**config.mk**
```make
export PLATFORM = sky130hd
export DESIGN_NAME = traffic_light_monitor_flat
export DESIGN_NICKNAME = d
export VERILOG_FILES = /design/src/rtl/traffic_light_monitor_if.sv /design/src/rtl/traffic_light_monitor.sv /design/src/flat_wrapper.sv
export SDC_FILE = /design/constraint.sdc
export NUM_CORES = 1
export LEC_CHECK = 0
export BUFFER_PORTS_ARGS = -buffer_cell sky130_fd_sc_hd__buf_4
export CAP_MARGIN = 15
export CELL_PAD_IN_SITES_DETAIL_PLACEMENT = 0
export CELL_PAD_IN_SITES_GLOBAL_PLACEMENT = 1
export CORE_MARGIN = 5
export CORE_UTILIZATION = 44
export DETAILED_ROUTE_END_ITERATION = 10
export PLACE_DENSITY_LB_ADDON = 0.1
export REMOVE_ABC_BUFFERS = 1
export SLEW_MARGIN = 10
export SYNTH_ARGS = -nofsm -noshare
export SYNTH_HDL_FRONTEND = slang
export SYNTH_SLANG_ARGS = --single-unit
```
**constraint.sdc**
```tcl
create_clock -name clk -period 3.1 [get_ports clk]
set_input_delay 0.31 -clock clk [delete_from_list [all_inputs] [get_ports clk]]
set_output_delay 0.31 -clock clk [all_outputs]
set_load 0.02 [all_outputs]
```
**src/rtl/traffic_light_monitor_if.sv**
```systemverilog
// traffic_light_monitor_if: the four 3-bit lamp buses, {red,yellow,green}.
// The controller drives them as master; the monitor only observes as slave.
interface traffic_light_monitor_if;
    logic [2:0] m1;
    logic [2:0] m2;
    logic [2:0] mt;
    logic [2:0] s;

    modport master (output m1, m2, mt, s);
    modport slave  (input  m1, m2, mt, s);
endinterface

```
**src/rtl/traffic_light_monitor.sv**
```systemverilog
// traffic_light_monitor: passive safety checker on the traffic-light lamp buses.
// Define TLMON_CONFLICT_EN to build in the right-of-way conflict check.
module traffic_light_monitor #(
    parameter int MIN_YELLOW = 3,
    parameter int MAX_YELLOW = 6,
    parameter int MAX_GREEN  = 40,
    parameter int CNT_W      = 8
) (
    input  logic                    clk,
    input  logic                    rst,
    traffic_light_monitor_if.slave  lamps,
    input  logic                    clr_err,
    output logic [3:0]              seq_err,
    output logic [3:0]              tim_err,
    output logic                    conflict,
    output logic                    alarm,
    output logic [2:0]              first_err,
    output logic [7:0]              s_grants
);

    typedef enum logic [1:0] {
        RED    = 2'd0,
        GREEN  = 2'd1,
        YELLOW = 2'd2
    } state_t;

    localparam logic [CNT_W-1:0] CNT_SAT = {CNT_W{1'b1}};
    localparam logic [CNT_W-1:0] ONE     = CNT_W'(1);
    localparam logic [CNT_W-1:0] MIN_Y   = CNT_W'(MIN_YELLOW);
    localparam logic [CNT_W-1:0] MAX_Y   = CNT_W'(MAX_YELLOW);
    localparam logic [CNT_W-1:0] MAX_G   = CNT_W'(MAX_GREEN);

    // road index: 0 m1, 1 m2, 2 mt, 3 s
    logic [2:0]       lamp  [4];
    state_t           st_q  [4];
    state_t           st_d  [4];
    logic [CNT_W-1:0] cnt_q [4];
    logic [CNT_W-1:0] cnt_d [4];
    logic             armed_q;

    logic [3:0] enc_e;
    logic [3:0] seq_e;
    logic [3:0] ys_e;
    logic [3:0] yl_e;
    logic [3:0] gl_e;
    logic       grant;
    logic       conf_e;
    logic       conf_n;
    logic [2:0] code;
    logic [3:0] seq_n;
    logic [3:0] tim_n;
    logic [2:0] fe_base;

    assign lamp[0] = lamps.m1;
    assign lamp[1] = lamps.m2;
    assign lamp[2] = lamps.mt;
    assign lamp[3] = lamps.s;

    // Per-road tracker: decode lamps, pick next state/count, flag faults
    always_comb begin : trk
        logic   vok;
        state_t vst;
        logic   held;
        vok   = 1'b1;
        vst   = RED;
        held  = 1'b1;
        grant = 1'b0;
        enc_e = '0;
        seq_e = '0;
        ys_e  = '0;
        yl_e  = '0;
        gl_e  = '0;
        for (int r = 0; r < 4; r++) begin
            vok      = 1'b1;
            vst      = RED;
            held     = 1'b1;
            st_d[r]  = st_q[r];
            cnt_d[r] = (cnt_q[r] == CNT_SAT) ? CNT_SAT : cnt_q[r] + ONE;
            case (lamp[r])
                3'b100:  vst = RED;
                3'b001:  vst = GREEN;
                3'b010:  vst = YELLOW;
                default: vok = 1'b0;
            endcase
            if (!vok) begin
                // bad encoding: hold state, keep counting
                enc_e[r] = 1'b1;
            end else if (!armed_q) begin
                // first sample: adopt whatever is shown
                st_d[r]  = vst;
                cnt_d[r] = ONE;
                held     = 1'b0;
            end else if (vst != st_q[r]) begin
                // move regardless so checking resyncs
                st_d[r]  = vst;
                cnt_d[r] = ONE;
                held     = 1'b0;
                seq_e[r] = !((st_q[r] == RED    && vst == GREEN)  ||
                             (st_q[r] == GREEN  && vst == YELLOW) ||
                             (st_q[r] == YELLOW && vst == RED));
                ys_e[r]  = (st_q[r] == YELLOW) && (cnt_q[r] < MIN_Y);
                if (r == 3 && st_q[r] == RED && vst == GREEN)
                    grant = 1'b1;
            end
            // exact match on the step to MAX+1 fires once per interval
            yl_e[r] = held && (st_q[r] == YELLOW) && (cnt_q[r] == MAX_Y);
            gl_e[r] = held && (st_q[r] == GREEN)  && (cnt_q[r] == MAX_G);
        end
    end

`ifdef TLMON_CONFLICT_EN
    logic [3:0] act;

    // Right-of-way: any non-red road is active; undecodable counts as active
    always_comb begin
        for (int r = 0; r < 4; r++)
            act[r] = (lamp[r] != 3'b100);
        conf_e = (act[3] && (act[0] || act[1] || act[2])) ||
                 (act[2] && act[1]);
        conf_n = (clr_err ? 1'b0 : conflict) | conf_e;
    end

    // Sticky conflict flag
    always_ff @(posedge clk) begin
        if (rst)
            conflict <= 1'b0;
        else
            conflict <= conf_n;
    end
`else
    assign conf_e   = 1'b0;
    assign conf_n   = 1'b0;
    assign conflict = 1'b0;
`endif

    // Lowest error code present this cycle
    always_comb begin
        code = 3'd0;
        if (|enc_e)
            code = 3'd1;
        else if (|seq_e)
            code = 3'd2;
        else if (|ys_e)
            code = 3'd3;
        else if (|yl_e)
            code = 3'd4;
        else if (|gl_e)
            code = 3'd5;
        else if (conf_e)
            code = 3'd6;
    end

    // Next sticky values: a clear yields to a new error in the same cycle
    always_comb begin
        seq_n   = (clr_err ? 4'd0 : seq_err) | enc_e | seq_e;
        tim_n   = (clr_err ? 4'd0 : tim_err) | ys_e | yl_e | gl_e;
        fe_base = clr_err ? 3'd0 : first_err;
    end

    // Tracker state and duration counters
    always_ff @(posedge clk) begin
        if (rst) begin
            armed_q <= 1'b0;
            for (int r = 0; r < 4; r++) begin
                st_q[r]  <= RED;
                cnt_q[r] <= '0;
            end
        end else begin
            armed_q <= 1'b1;
            for (int r = 0; r < 4; r++) begin
                st_q[r]  <= st_d[r];
                cnt_q[r] <= cnt_d[r];
            end
        end
    end

    // Sticky flags, first-error capture, alarm and side-road grant count
    always_ff @(posedge clk) begin
        if (rst) begin
            seq_err   <= '0;
            tim_err   <= '0;
            alarm     <= 1'b0;
            first_err <= '0;
            s_grants  <= '0;
        end else begin
            seq_err   <= seq_n;
            tim_err   <= tim_n;
            alarm     <= (|seq_n) | (|tim_n) | conf_n;
            first_err <= (fe_base == 3'd0) ? code : fe_base;
            s_grants  <= s_grants + {7'd0, grant};
        end
    end

endmodule
```
**src/flat_wrapper.sv**
```systemverilog
// flat-port wrapper written by rule: the top's interface ports become plain ports
module traffic_light_monitor_flat 
#(
    parameter int MIN_YELLOW = 3,
    parameter int MAX_YELLOW = 6,
    parameter int MAX_GREEN  = 40,
    parameter int CNT_W      = 8
)
  (clk, rst, clr_err, seq_err, tim_err, conflict, alarm, first_err, s_grants, lamps_m1, lamps_m2, lamps_mt, lamps_s);
  traffic_light_monitor_if lamps_i ();
  input  logic clk;
  input  logic rst;
  input  logic clr_err;
  output logic [3:0] seq_err;
  output logic [3:0] tim_err;
  output logic conflict;
  output logic alarm;
  output logic [2:0] first_err;
  output logic [7:0] s_grants;
  input wire logic [$bits(lamps_i.m1)-1:0] lamps_m1;
  input wire logic [$bits(lamps_i.m2)-1:0] lamps_m2;
  input wire logic [$bits(lamps_i.mt)-1:0] lamps_mt;
  input wire logic [$bits(lamps_i.s)-1:0] lamps_s;
  assign lamps_i.m1 = lamps_m1;
  assign lamps_i.m2 = lamps_m2;
  assign lamps_i.mt = lamps_mt;
  assign lamps_i.s = lamps_s;
  traffic_light_monitor #(.MIN_YELLOW(MIN_YELLOW), .MAX_YELLOW(MAX_YELLOW), .MAX_GREEN(MAX_GREEN), .CNT_W(CNT_W)) u_core (.clk(clk), .rst(rst), .lamps(lamps_i), .clr_err(clr_err), .seq_err(seq_err), .tim_err(tim_err), .conflict(conflict), .alarm(alarm), .first_err(first_err), .s_grants(s_grants));
endmodule
```
; ---- After elaboration in Yosys (flattened, before gate mapping)
; Memories as Yosys holds them, arrays and structs flattened.
; Index checks and enable logic that the tools add are counted.
[word_totals]
register_bits = 21
latchBits = 0
ram_bits = 40
romBits = 0
inputBits = 15
out_inout_bits = 21
wordCells = 239
mem_count = 2
[op_classes]
add_sub_neg = 5
mul = 0
n_div = 0
magnitude_cmp = 4
n_eq_ne = 44
shifts = 0
mux = 100
bitwise_logic = 14
reduce_logical = 64
[memory_table]
columns = memory, depth, width, read_ports, rd_clocked_by_memory_dff, wr, line_no
row1 = u_core.cnt_q, 4, 8, 4, 0, 4, traffic_light_monitor.sv:37  ; logic [CNT_W-1:0] cnt_q [4];
row2 = u_core.st_q, 4, 2, 4, 0, 4, traffic_light_monitor.sv:35  ; state_t st_q [4];
[op_table]
columns = operator, n
row1 = 8-bit 2-to-1 mux, 20
row2 = 1-bit 2-to-1 mux, 51
row3 = 8-bit by 1-bit adder with 8-bit output (second input constant), 4
row4 = 8-bit by 3-bit equality test with 1-bit output (second input constant), 4
row5 = 8-bit by 6-bit equality test with 1-bit output (second input constant), 4
row6 = 8-bit equality test (second input constant), 4
row7 = 1-bit logical AND, 32
row8 = 8-bit by 2-bit less-than comparator with 1-bit output (second input constant), 4
row9 = 2-bit 2-to-1 mux, 16
row10 = 4-bit OR reduction, 7
row11 = 3-bit 2-to-1 mux, 7
row12 = 4-bit OR, 5
row13 = 2-bit by 1-bit equality test with 1-bit output (second input constant), 8
row14 = 2-bit equality test (second input constant), 8
row15 = 2-bit logical NOT, 8
row16 = 2-bit one-hot mux with 2 select lines, 4
row17 = 3-bit by 1-bit equality test with 1-bit output (second input constant), 4
row18 = 3-bit by 2-bit equality test with 1-bit output (second input constant), 4
row19 = 3-bit equality test (second input constant), 4
row20 = 3-bit OR reduction, 4
row21 = 1-bit OR, 9
row22 = 8-bit by 1-bit adder with 8-bit output, 1
row23 = 1-bit logical OR, 8
row24 = 4-bit 2-to-1 mux, 2
row25 = other kinds (3), 9

; ---- Longest topological paths before layout
; Gate-level depths: netlist of the first run.
[depth]
depth_word = 15
mapped_depth = 9
mapped_depth_nobuf = 8

; ---- Worst setup path before layout of the first run
; No wires, ideal clock.
[synth_timing]
kind = input to register
startpoint = input lamps_m2[1]
endpoint = register u_core.first_err[2]
setup_time_ps = 69
t_arrival_ps = 2171
t_required_ps = 3031
path_slack_ps = 860
path_stages = 7
n_path_buf = 1
path_cell_list = buf_6 > o21ai_0 > o21ai_1 > or4_1 > or3_1 > or4_1 > o21ai_1
[synth_between]
elab_chain_len = 15
elab_cells_between_ends = 41
classes_between = eq/ne: 6 / mux: 18 / reduce/logical: 17
[synth_rtl]
columns = element, line_no
row1 = from (decl), flat_wrapper.sv:21  ; input wire logic [$bits(lamps_i.m2)-1:0] lamps_m2;
row2 = 3-bit by 2-bit equality test with 1-bit output / 3-bit by 1-bit equality test with 1-bit output (equally long branches), traffic_light_monitor.sv:79  ; case (lamp[r])
row3 = 2-bit one-hot mux with 2 select lines, traffic_light_monitor.sv:79
row4 = 2-bit != test, traffic_light_monitor.sv:93  ; end else if (vst != st_q[r]) begin
row5 = 1-bit 2-to-1 mux, traffic_light_monitor.sv:93
row6 = 1-bit 2-to-1 mux, traffic_light_monitor.sv:88  ; end else if (!armed_q) begin
row7 = 1-bit 2-to-1 mux, traffic_light_monitor.sv:85  ; if (!vok) begin
row8 = 1-bit logical AND (2 in series), traffic_light_monitor.sv:107  ; gl_e[r] = held && (st_q[r] == GREEN) && (cnt_q[r] == MAX_G);
row9 = 4-bit OR reduction, traffic_light_monitor.sv:147  ; else if (|gl_e)
row10 = 3-bit 2-to-1 mux, traffic_light_monitor.sv:147
row11 = 3-bit 2-to-1 mux, traffic_light_monitor.sv:145  ; else if (|yl_e)
row12 = 3-bit 2-to-1 mux, traffic_light_monitor.sv:143  ; else if (|ys_e)
row13 = 3-bit 2-to-1 mux, traffic_light_monitor.sv:141  ; else if (|seq_e)
row14 = 3-bit 2-to-1 mux (*), traffic_light_monitor.sv:139  ; if (|enc_e)
row15 = 3-bit 2-to-1 mux (*), traffic_light_monitor.sv:189  ; first_err <= (fe_base == 3'd0) ? code : fe_base;
row16 = to (signal assigned), traffic_light_monitor.sv:189
row17 = to (decl), traffic_light_monitor.sv:17  ; output logic [2:0] first_err,
; Every way passes the cells marked *; elsewhere a longest branch is shown, timed or not.
; A chain may end at the register's enable or synchronous reset.

; ---- Worst setup path after layout of the first run
[layout_timing]
startpoint = register u_core.armed_q
endpoint = register u_core.first_err[0]
[layout_between]
elab_chain_len = 11
elab_cells_between_ends = 50
classes_between = mux: 30 / reduce/logical: 20
[layout_rtl]
columns = element, line_no
row1 = from (decl), traffic_light_monitor.sv:39  ; logic armed_q;
row2 = from (signal assigned), traffic_light_monitor.sv:163  ; armed_q <= 1'b0;
row3 = from (signal assigned), traffic_light_monitor.sv:169  ; armed_q <= 1'b1;
row4 = 1-bit 2-to-1 mux, traffic_light_monitor.sv:88
row5 = 1-bit 2-to-1 mux, traffic_light_monitor.sv:85
row6 = 1-bit logical AND (2 in series), traffic_light_monitor.sv:107
row7 = 4-bit OR reduction, traffic_light_monitor.sv:147
row8 = 3-bit 2-to-1 mux, traffic_light_monitor.sv:147
row9 = 3-bit 2-to-1 mux, traffic_light_monitor.sv:145
row10 = 3-bit 2-to-1 mux, traffic_light_monitor.sv:143
row11 = 3-bit 2-to-1 mux (*), traffic_light_monitor.sv:141
row12 = 3-bit 2-to-1 mux (*), traffic_light_monitor.sv:139
row13 = 3-bit 2-to-1 mux (*), traffic_light_monitor.sv:189
; Marks and branches as above.

==> flow_summary.json, run 1 <==
{
  "track_usage": 0.185,
  "tritoncts": "done",
  "finalMaxSlewViolations": 0,
  "r2r_cells": 6,
  "wl_per_cell_um": 15.3,
  "cp.required_ns": 3.31,
  "rsz0062_at_grt": "false",
  "routabilityCongestion": 0.807,
  "synth.cell_area_um2": 3630,
  "clock_latency_ns": 0.35,
  "synth-seq-cells": 61,
  "initial_utilization": 0.446,
  "yosys_warnings": 0,
  "finalSetupTns_ns": 0,
  "pwr_density_cell_nw_per_um2": 437,
  "diodes": 0,
  "cts_sinks": 61,
  "hold_ws_ns": 0.262,
  "placedCellCount": 566,
  "dr.pass1.iters": 4,
  "cts_buffer_depth": 2,
  "synthFlopType": "dfxtp_1",
  "cts_hold_buf": 0,
  "clock_power_share": 0.401,
  "detail-route-antenna-nets": 0,
  "final_layout_size_suffix_gt1_frac": 0.130,
  "holdCritStartpoint": "lamps_m1[1]",
  "routed_wl_um": 8900,
  "numCtsBuffers": 9,
  "gr-total-overflow": 0,
  "grt_use_met3": 0.0401,
  "timing.rr.start": "u_core.armed_q",
  "nets": 501,
  "die_y_um": 101,
  "viasPerCell": 5.64,
  "core_um2": 8130,
  "fin_worst_skew_ns": 0.0132,
  "syn_inst": 454,
  "clk_pin_slew_ns": 0.08,
  "hold_violations": 0,
  "syn_avg_cell_area_um2": 7.99,
  "dieWidth_um": 101,
  "max_slew_margin": 0.640,
  "first_iter_violations": 95,
  "tightestPinTransition_ns": 0.535,
  "portBuffers": 34,
  "busiest_layer": "met2",
  "cp_max_fo": 12,
  "cts_post_setup_buffers_inserted": 0,
  "min_path_cells": 2,
  "yosysSeqAreaShare": 0.337,
  "dieArea_um2": 10200,
  "row_count": 33,
  "swShare": 0.275,
  "netSwitchingPower_w": 0.000491,
  "status": "finished clean",
  "worstHoldPathType": "primary input to flop",
  "via_count": 3280,
  "period_share": 0.799,
  "crit_start": "u_core.armed_q",
  "path_class": "flop to flop",
  "p_int_w": 0.00129,
  "synth_cell_type_count": 57,
  "ir_drop_uv": 206,
  "seqPwrFrac": 0.472,
  "final_cells": 582,
  "cp-start-kind": "flop",
  "fillers": 821,
  "drv_cap": 0,
  "synth-edff-count": 0,
  "cp_data_arrival_time_ns": 2.69,
  "grt_pass1_vias": 3177,
  "grt_first_pass_wirelength_um": 15100,
  "leakage_nw": 1.61,
  "critPathCaptureType": "flop",
  "grt_max_degree": 30,
  "grt_use_met1": 0.249,
  "dp.final_hpwl_um": 6370,
  "fin_crit_ns": 2.48,
  "setup_violations": 0,
  "cts-resized-gates": 0,
  "cts-root-buf": "clkbuf_8",
  "power_frac_comb": 0.127,
  "async_reset_ff_frac": 0,
  "route.detailed.drc": 0,
  "cts_max_level": 3,
  "area_growth_pct": 12.5,
  "io_pins": 36,
  "antenna_found_initial": 0,
  "fmax_ghz": 0.404,
  "use_met2": 0.292
}
-- cell families (layout without fill, tap and decap cells) --
family,Yosys count,in the layout,share of synthesized area
AOI/OAI and AO/OA,105,105,0.183
xor gates and xnor gates,25,25,0.0603
adders and majority gates,14,14,0.0483
buffers and inverters,55,78,0.0638
DFF,61,61,0.337
muxes,3,3,0.00897
other,1,1,0.00103
and+or+nand+nor,190,190,0.298
-- synth_stat cells, types with 5 or more instances --
| master | instances | share of area |
|---|---|---|
| dfxtp_1 | 61 | 0.34 |
| or3_1 | 6 | 0.010 |
| xnor2_1 | 9 | 0.022 |
| o22ai_1 | 5 | 0.0086 |
| o211ai_1 | 7 | 0.014 |
| nand2b_1 | 5 | 0.0086 |
| a31oi_1 | 11 | 0.019 |
| nand4_1 | 10 | 0.017 |
| nor2b_1 | 12 | 0.021 |
| and3_1 | 17 | 0.029 |
| nand2_1 | 23 | 0.024 |
| nor2_1 | 40 | 0.041 |
| ha_1 | 14 | 0.048 |
| inv_1 | 28 | 0.029 |
| clkbuf_1 | 20 | 0.021 |
| nor3b_1 | 5 | 0.010 |
| nand3_1 | 14 | 0.019 |
| nor4b_1 | 6 | 0.014 |
| nand4b_1 | 7 | 0.017 |
| nor3_1 | 13 | 0.018 |
| xor2_1 | 16 | 0.039 |
| a21oi_1 | 29 | 0.040 |
| o21ai_0 | 21 | 0.029 |
| or2_2 | 5 | 0.0086 |
| nand3b_1 | 6 | 0.012 |
-- layer usage --
metal | part of all wire | vias to the layer above
met3 | 0.049 | 10
li1 | - | 1668
met4 | 0.012 | 0
met2 | 0.45 | 62
met1 | 0.49 | 1540
met5 | 0 | -
-- metrics by stage --
step | utilization | power [W] | setup slack (ns) | instance area [um2]
floorplan | - | 0.000988 | 0.963 | 3500
global placement | 0.478 | 0.00108 | 0.695 | 3890
detailed placement | 0.478 | 0.00108 | 0.661 | 3890
CTS | 0.502 | 0.00181 | 0.626 | 4080
global route | 0.502 | 0.00187 | 0.434 | 4080
finish | 0.502 | 0.00178 | 0.623 | 4080
-- registers in the layout, summed over array words and instances, names as in the netlist --
register / count
u_core.s_grants: 8
u_core.st_q: 8
u_core.first_err: 3
u_core.cnt_q: 32
u_core.seq_err: 4
u_core.tim_err: 4
u_core.alarm: 1
u_core.armed_q: 1
-- worst max-delay path, cell delays in order, from the launching register on --
cell	delay, ns
dfxtp_1	0.63
or4b_2	0.62
o211ai_1	0.31
o211ai_1	0.18
o2111a_1	0.19
a211oi_1	0.30
o41ai_1	0.11
-- layout make-up --
type | instances | area, um2 | area share
clock buffers | 12 | 145 | 0.0356
flip-flops and latches | 61 | 1220 | 0.299
clock inverters | 4 | 47.5 | 0.0116
inverters | 28 | 105 | 0.0258
repair buffers | 34 | 255 | 0.0625
multi-input cells | 338 | 2180 | 0.533
well taps | 105 | 131 | 0.0322
-- power groups by stage --
| stage | Sequential, W | Combinational [W] | Clock, W |
|---|---|---|---|
| 6_report | 0.000842 | 0.000226 | 0.000714 |
| 3_3_place_gp | 0.000859 | 0.000223 | 0 |
| 4_1_cts | 0.000841 | 0.000227 | 0.000739 |
| 2_1_floorplan | 0.000858 | 0.000129 | 0 |
| 3_5_place_dp | 0.000859 | 0.000225 | 0 |
| 5_1_grt | 0.000847 | 0.000255 | 0.000769 |
-- path summary, 6_finish.rpt --
check | end | slack [ns]
max | u_core.first_err[0] | 0.62
min | u_core.st_q[0][0] | 0.26
max reg2reg | u_core.first_err[0] | 0.62
min reg2reg | u_core.cnt_q[3][0] | 0.50
-- placed cells by master (no fill, tap or decap), drive strengths merged, types with 6 or more instances in the layout --
| cell | Yosys | routed |
|---|---|---|
| clkbuf | 20 | 12 |
| nand4b | 7 | 7 |
| a21oi | 29 | 29 |
| xor2 | 16 | 16 |
| xnor2 | 9 | 9 |
| nand3b | 6 | 6 |
| ha | 14 | 14 |
| buf | 7 | 34 |
| nand2 | 23 | 23 |
| nor2b | 12 | 12 |
| o211ai | 7 | 7 |
| or3 | 6 | 6 |
| dfxtp | 61 | 61 |
| a31oi | 11 | 11 |
| nand3 | 14 | 14 |
| nor2 | 40 | 40 |
| nor4b | 6 | 6 |
| and3 | 17 | 17 |
| o21ai | 25 | 25 |
| nor3 | 13 | 13 |
| inv | 28 | 28 |
| nand4 | 10 | 10 |
(Power assumes the default switching activity.)
==> inputs of run 2 (changes only) <==
==> constraint.sdc (replaced) <==
create_clock -name clk -period 2.3 [get_ports clk]
set_input_delay 0.23 -clock clk [delete_from_list [all_inputs] [get_ports clk]]
set_output_delay 0.23 -clock clk [all_outputs]
set_load 0.02 [all_outputs]
==> run 2 against run 1 <==
  * Sequential share of layout area fell by 0.80 points
  * Utilization rose by 1.6 points
  * Clock skew fell by 0.0015 ns
  * Maximum frequency rose by 18%
  * Clock power rose by 19%
  * Hold slack got worse by 0.036 ns
  * Global-route usage fell by 0.38 points
  * Critical path type unchanged
==> flow_summary.json, run 2 (same netlist as run 1, synthesis figures left out) <==
{
  "status": "finished clean",
  "antenna_found_initial": 0,
  "row_count": 33,
  "finalInstanceArea_um2": 4210,
  "regMostFlops": "u_core.cnt_q",
  "portBuffers": 34,
  "max_slew_margin": 0.659,
  "dieArea_um2": 10200,
  "cts-root-buf": "clkbuf_8",
  "layout_commonest_cell": "dfxtp_1",
  "fmax_ghz": 0.476,
  "rsz0062_at_grt": "false",
  "top_regs": "u_core.cnt_q (32), u_core.s_grants (8), u_core.st_q (8)",
  "critPathCaptureType": "flop",
  "drv_cap": 0,
  "cts_post_setup_buffers_inserted": 0,
  "cts_max_level": 3,
  "cp-start-kind": "flop",
  "initial_utilization": 0.446,
  "fin_crit_ns": 2.10,
  "dr.pass1.iters": 4,
  "viasPerCell": 5.49,
  "mostFrequentLayoutCells": "dfxtp_1, buf_4, nor2_1",
  "cts_hold_buf": 0,
  "place_ws_ns": -0.0160,
  "track_usage": 0.181,
  "route.detailed.drc": 0,
  "routed_wl_um": 8920,
  "dp.final_hpwl_um": 6470,
  "nets": 520,
  "timing.final.ws_setup_ns": 0.199,
  "clock_latency_ns": 0.34,
  "first_iter_violations": 121,
  "crit_slowest_cell": "or4b_2",
  "grt_first_pass_wirelength_um": 14600,
  "fin_worst_skew_ns": 0.0118,
  "gr-total-overflow": 0,
  "critPathMaxStageDelay_ns": 0.65,
  "die_y_um": 101,
  "leakage_nw": 1.70,
  "hold_violations": 0,
  "via_count": 3291,
  "final_cells": 599,
  "cp_data_arrival_time_ns": 2.35,
  "routabilityCongestion": 0.793,
  "critical_path_buf_inv_count": 0,
  "core_um2": 8130,
  "path_class": "flop to flop",
  "numCtsBuffers": 9,
  "ir_drop_uv": 313,
  "tightestPinTransition_ns": 0.507,
  "largest_register_ffs": 32,
  "placedCellCount": 585,
  "grt_pass1_vias": 3045,
  "period_share": 0.913,
  "finalMaxSlewViolations": 0,
  "cp.required_ns": 2.55,
  "pwr_density_cell_nw_per_um2": 550,
  "io_pins": 36,
  "worstHoldPathType": "primary input to flop",
  "cts_buffer_depth": 2,
  "clk_pin_slew_ns": 0.07,
  "critPathTopFamily": "simple AND/OR/NAND/NOR gates",
  "diodes": 0,
  "tritoncts": "done",
  "cp_max_fo": 6,
  "wl_per_cell_um": 14.9,
  "path_cells": "or4b_2 > a31oi_1 > o21ai_0 > nor3b_1 > and3_1 > a41oi_1",
  "dieWidth_um": 101,
  "cts_sinks": 61,
  "area_growth_pct": 16.0,
  "setup_violations": 0,
  "grt_max_degree": 30,
  "post-route-util": 0.518,
  "detail-route-antenna-nets": 0,
  "final_layout_size_suffix_gt1_frac": 0.168,
  "dpl_cell_area_um2": 4030
}
run 2: worst register-to-register path: cells and delay by family (launching register included):
family / cells / cell delay, ns
AND/OR/NAND/NOR: 3 / 1.05
AO/OA/AOI/OAI: 3 / 0.59
flip-flops: 1 / 0.37
run 2: path summary, 6_finish.rpt:
| kind | from | endpoint | slack, ns | depth (start not counted) |
|---|---|---|---|---|
| setup / recovery | u_core.st_q[2][1] | u_core.alarm | 0.20 | 6 |
| hold / removal | lamps_s[1] | u_core.st_q[3][1] | 0.23 | 3 |
| setup reg to reg | u_core.st_q[2][1] | u_core.alarm | 0.20 | 6 |
| hold reg to reg | u_core.cnt_q[2][0] | u_core.cnt_q[2][0] | 0.50 | 1 |
run 2: timing repair:
| item | 4_1_cts | 5_1_grt |
|---|---|---|
| endpoints found under the hold margin | 0 | 0 |
| setup endpoints to repair | 0 | 2 |
| resized for setup | 0 | 6 |
run 2: metal layers:
layer	global-route usage	part of all wire
met1	0.243	0.50
met2	0.287	0.45
met3	0.0353	0.042
met4	0.0663	0.015
met5	0	0
run 2: area by class of cell:
class,count,area (um2)
fillers,835,3920
multi-input cells,338,2180
flip-flops and latches,61,1230
repair buffers,53,398
clock buffers,12,155
well taps,105,131
inverters,28,105
clock inverters,2,10.0
run 2: per-stage QoR:
step	setup TNS [ns]	power [W]	hold WS, ns
after floorplan	0	0.00133	0.299
final	0	0.00232	0.226
after global routing	0	0.00244	0.225
after global placement	0	0.00148	0.475
after CTS	0	0.00234	0.205
after detailed placement	-0.0160	0.00149	0.489
run 2: where the power goes:
group / switching, W / leakage [nW] / total [W] / internal (W)
Combinational: 0.000194 / 1.12 / 0.000340 / 0.000146
Sequential: 0.0000367 / 0.498 / 0.00113 / 0.00109
Clock: 0.000414 / 0.0881 / 0.000849 / 0.000435
Total: 0.000645 / 1.70 / 0.00232 / 0.00167
==> inputs of run 3 (changes only) <==
--- a/config.mk
+++ b/config.mk
@@ -12,7 +12,7 @@
 export CORE_MARGIN = 5
 export CORE_UTILIZATION = 44
 export DETAILED_ROUTE_END_ITERATION = 10
-export PLACE_DENSITY_LB_ADDON = 0.1
+export PLACE_DENSITY = 0.87
 export REMOVE_ABC_BUFFERS = 1
 export SLEW_MARGIN = 10
 export SYNTH_ARGS = -nofsm -noshare
==> constraint.sdc (replaced) <==
create_clock -name clk -period 2.3 [get_ports clk]
set_input_delay 0.115 -clock clk [delete_from_list [all_inputs] [get_ports clk]]
set_output_delay 0.115 -clock clk [all_outputs]
set_load 0.02 [all_outputs]
==> run 3 against run 2 <==
  * Final cell count fell by 1.7%
  * Global-route usage down 1.0 points
  * Maximum frequency fell by 2.5%
  * Register-to-register slack got worse by 0.05 ns
  * Combinational power down 6.8%
  * Count of clock-buffer cells in the layout shrank 3
  * Non-clock buffer count fell by 12
  * Sequential power hardly changed
  * First-iteration DRC count stayed put
  * Critical path depth is the same
  * Worst setup slack got worse by 0.055 ns
  * Utilization fell by 1.1 points
==> flow_summary.json, run 3 (same netlist as run 1, synthesis figures left out) <==
{
  "status": "finished clean",
  "antenna_found_initial": 0,
  "routed_wl_um": 8350,
  "row_count": 33,
  "dp.final_hpwl_um": 6090,
  "path_class": "flop to flop",
  "cts_post_setup_buffers_inserted": 0,
  "timing.final.ws_setup_ns": 0.144,
  "clock_latency_ns": 0.34,
  "dr.pass1.iters": 4,
  "fin_crit_ns": 2.16,
  "rsz0062_at_grt": "false",
  "hold_ws_ns": 0.0837,
  "place_ws_ns": 0.0649,
  "clk_pin_slew_ns": 0.07,
  "area_growth_pct": 13.6,
  "layout_commonest_cell": "dfxtp_1",
  "dieWidth_um": 101,
  "crit_slowest_cell": "or4b_2",
  "tritoncts": "done",
  "setup_violations": 0,
  "cp.required_ns": 2.51,
  "gr-total-overflow": 0,
  "critPathCaptureType": "flop",
  "cts_buffer_depth": 2,
  "fmax_ghz": 0.464,
  "cp-start-kind": "flop",
  "cts-root-buf": "clkbuf_8",
  "critPathMaxStageDelay_ns": 0.67,
  "top_regs": "u_core.cnt_q (32), u_core.s_grants (8), u_core.st_q (8)",
  "numCtsBuffers": 9,
  "cp_data_arrival_time_ns": 2.37,
  "mostFrequentLayoutCells": "dfxtp_1, buf_4, nor2_1",
  "nets": 508,
  "detail-route-antenna-nets": 0,
  "grt_first_pass_wirelength_um": 14000,
  "leakage_nw": 1.63,
  "dieArea_um2": 10200,
  "cp_max_fo": 10,
  "grt_max_degree": 30,
  "hold_violations": 0,
  "regMostFlops": "u_core.cnt_q",
  "pwr_density_cell_nw_per_um2": 559,
  "wl_per_cell_um": 14.2,
  "ir_drop_uv": 321,
  "fin_worst_skew_ns": 0.0113,
  "finalInstanceArea_um2": 4120,
  "io_pins": 36,
  "die_y_um": 101,
  "cts-resized-gates": 0,
  "path_cells": "or4b_2 > o211ai_1 > o211ai_1 > o2111a_1 > a211oi_1 > o41ai_1",
  "diodes": 0,
  "critPathTopFamily": "compound AO/OA/AOI/OAI gates",
  "portBuffers": 34,
  "initial_utilization": 0.446,
  "dpl_cell_area_um2": 3940,
  "cts_hold_buf": 0,
  "finalSetupTns_ns": 0,
  "final_layout_size_suffix_gt1_frac": 0.153,
  "routabilityCongestion": 0.875,
  "finalMaxSlewViolations": 0,
  "cts_max_level": 3,
  "track_usage": 0.171,
  "first_iter_violations": 121,
  "viasPerCell": 5.58,
  "route.detailed.drc": 0,
  "crit_path_frequent_cell": "o211ai_1",
  "largest_register_ffs": 32,
  "cts_sinks": 61,
  "critical_path_buf_inv_count": 0,
  "grt_pass1_vias": 3034,
  "drv_cap": 0,
  "core_um2": 8130,
  "worstHoldPathType": "primary input to flop",
  "period_share": 0.937,
  "via_count": 3287
}
[run 3: layout make-up]
cell class,instances,area (um2)
clock buffers,9,124
clock inverters,7,52.6
fillers,790,4010
inverters,28,105
multi-input cells,338,2180
flip-flops and latches,61,1220
well taps,105,131
repair buffers,41,308
[run 3: metrics by stage]
stage	total power, W	std cells	util
floorplan	0.00133	427	-
global route	0.00242	589	0.507
finish	0.00230	589	0.507
detailed placement	0.00147	573	0.485
CTS	0.00232	589	0.506
global placement	0.00146	573	0.485
[run 3: final timing paths]
check	startpoint	endpoint	slack, ns	cells past startpoint
worst min register to register	u_core.first_err[2]	u_core.first_err[2]	0.49	2
worst max register to register	u_core.st_q[2][1]	u_core.first_err[0]	0.14	6
worst min-delay path	lamps_m1[1]	u_core.st_q[0][0]	0.08	2
worst max-delay path	u_core.st_q[2][1]	u_core.first_err[0]	0.14	6
[run 3: layer usage]
layer | vias to the layer above | wire length, um | track usage
met3 | 10 | 336 | 0.0332
met1 | 1537 | 4130 | 0.230
met4 | 0 | 111 | 0.0622
met5 | - | 0 | 0
met2 | 57 | 3770 | 0.269
li1 | 1683 | - | -
[run 3: worst register-to-register path, cell delays in order (launching register included)]
cell	delay, ns
dfxtp_2	0.37
or4b_2	0.67
o211ai_1	0.31
o211ai_1	0.16
o2111a_1	0.19
a211oi_1	0.25
o41ai_1	0.09
[run 3: report_power, final]
| part | internal, W | leakage, nW | total, W | switching (W) |
|---|---|---|---|---|
| Clock | 0.000391 | 0.0774 | 0.000857 | 0.000466 |
| Sequential | 0.00109 | 0.498 | 0.00113 | 0.0000402 |
| Combinational | 0.000133 | 1.05 | 0.000317 | 0.000183 |
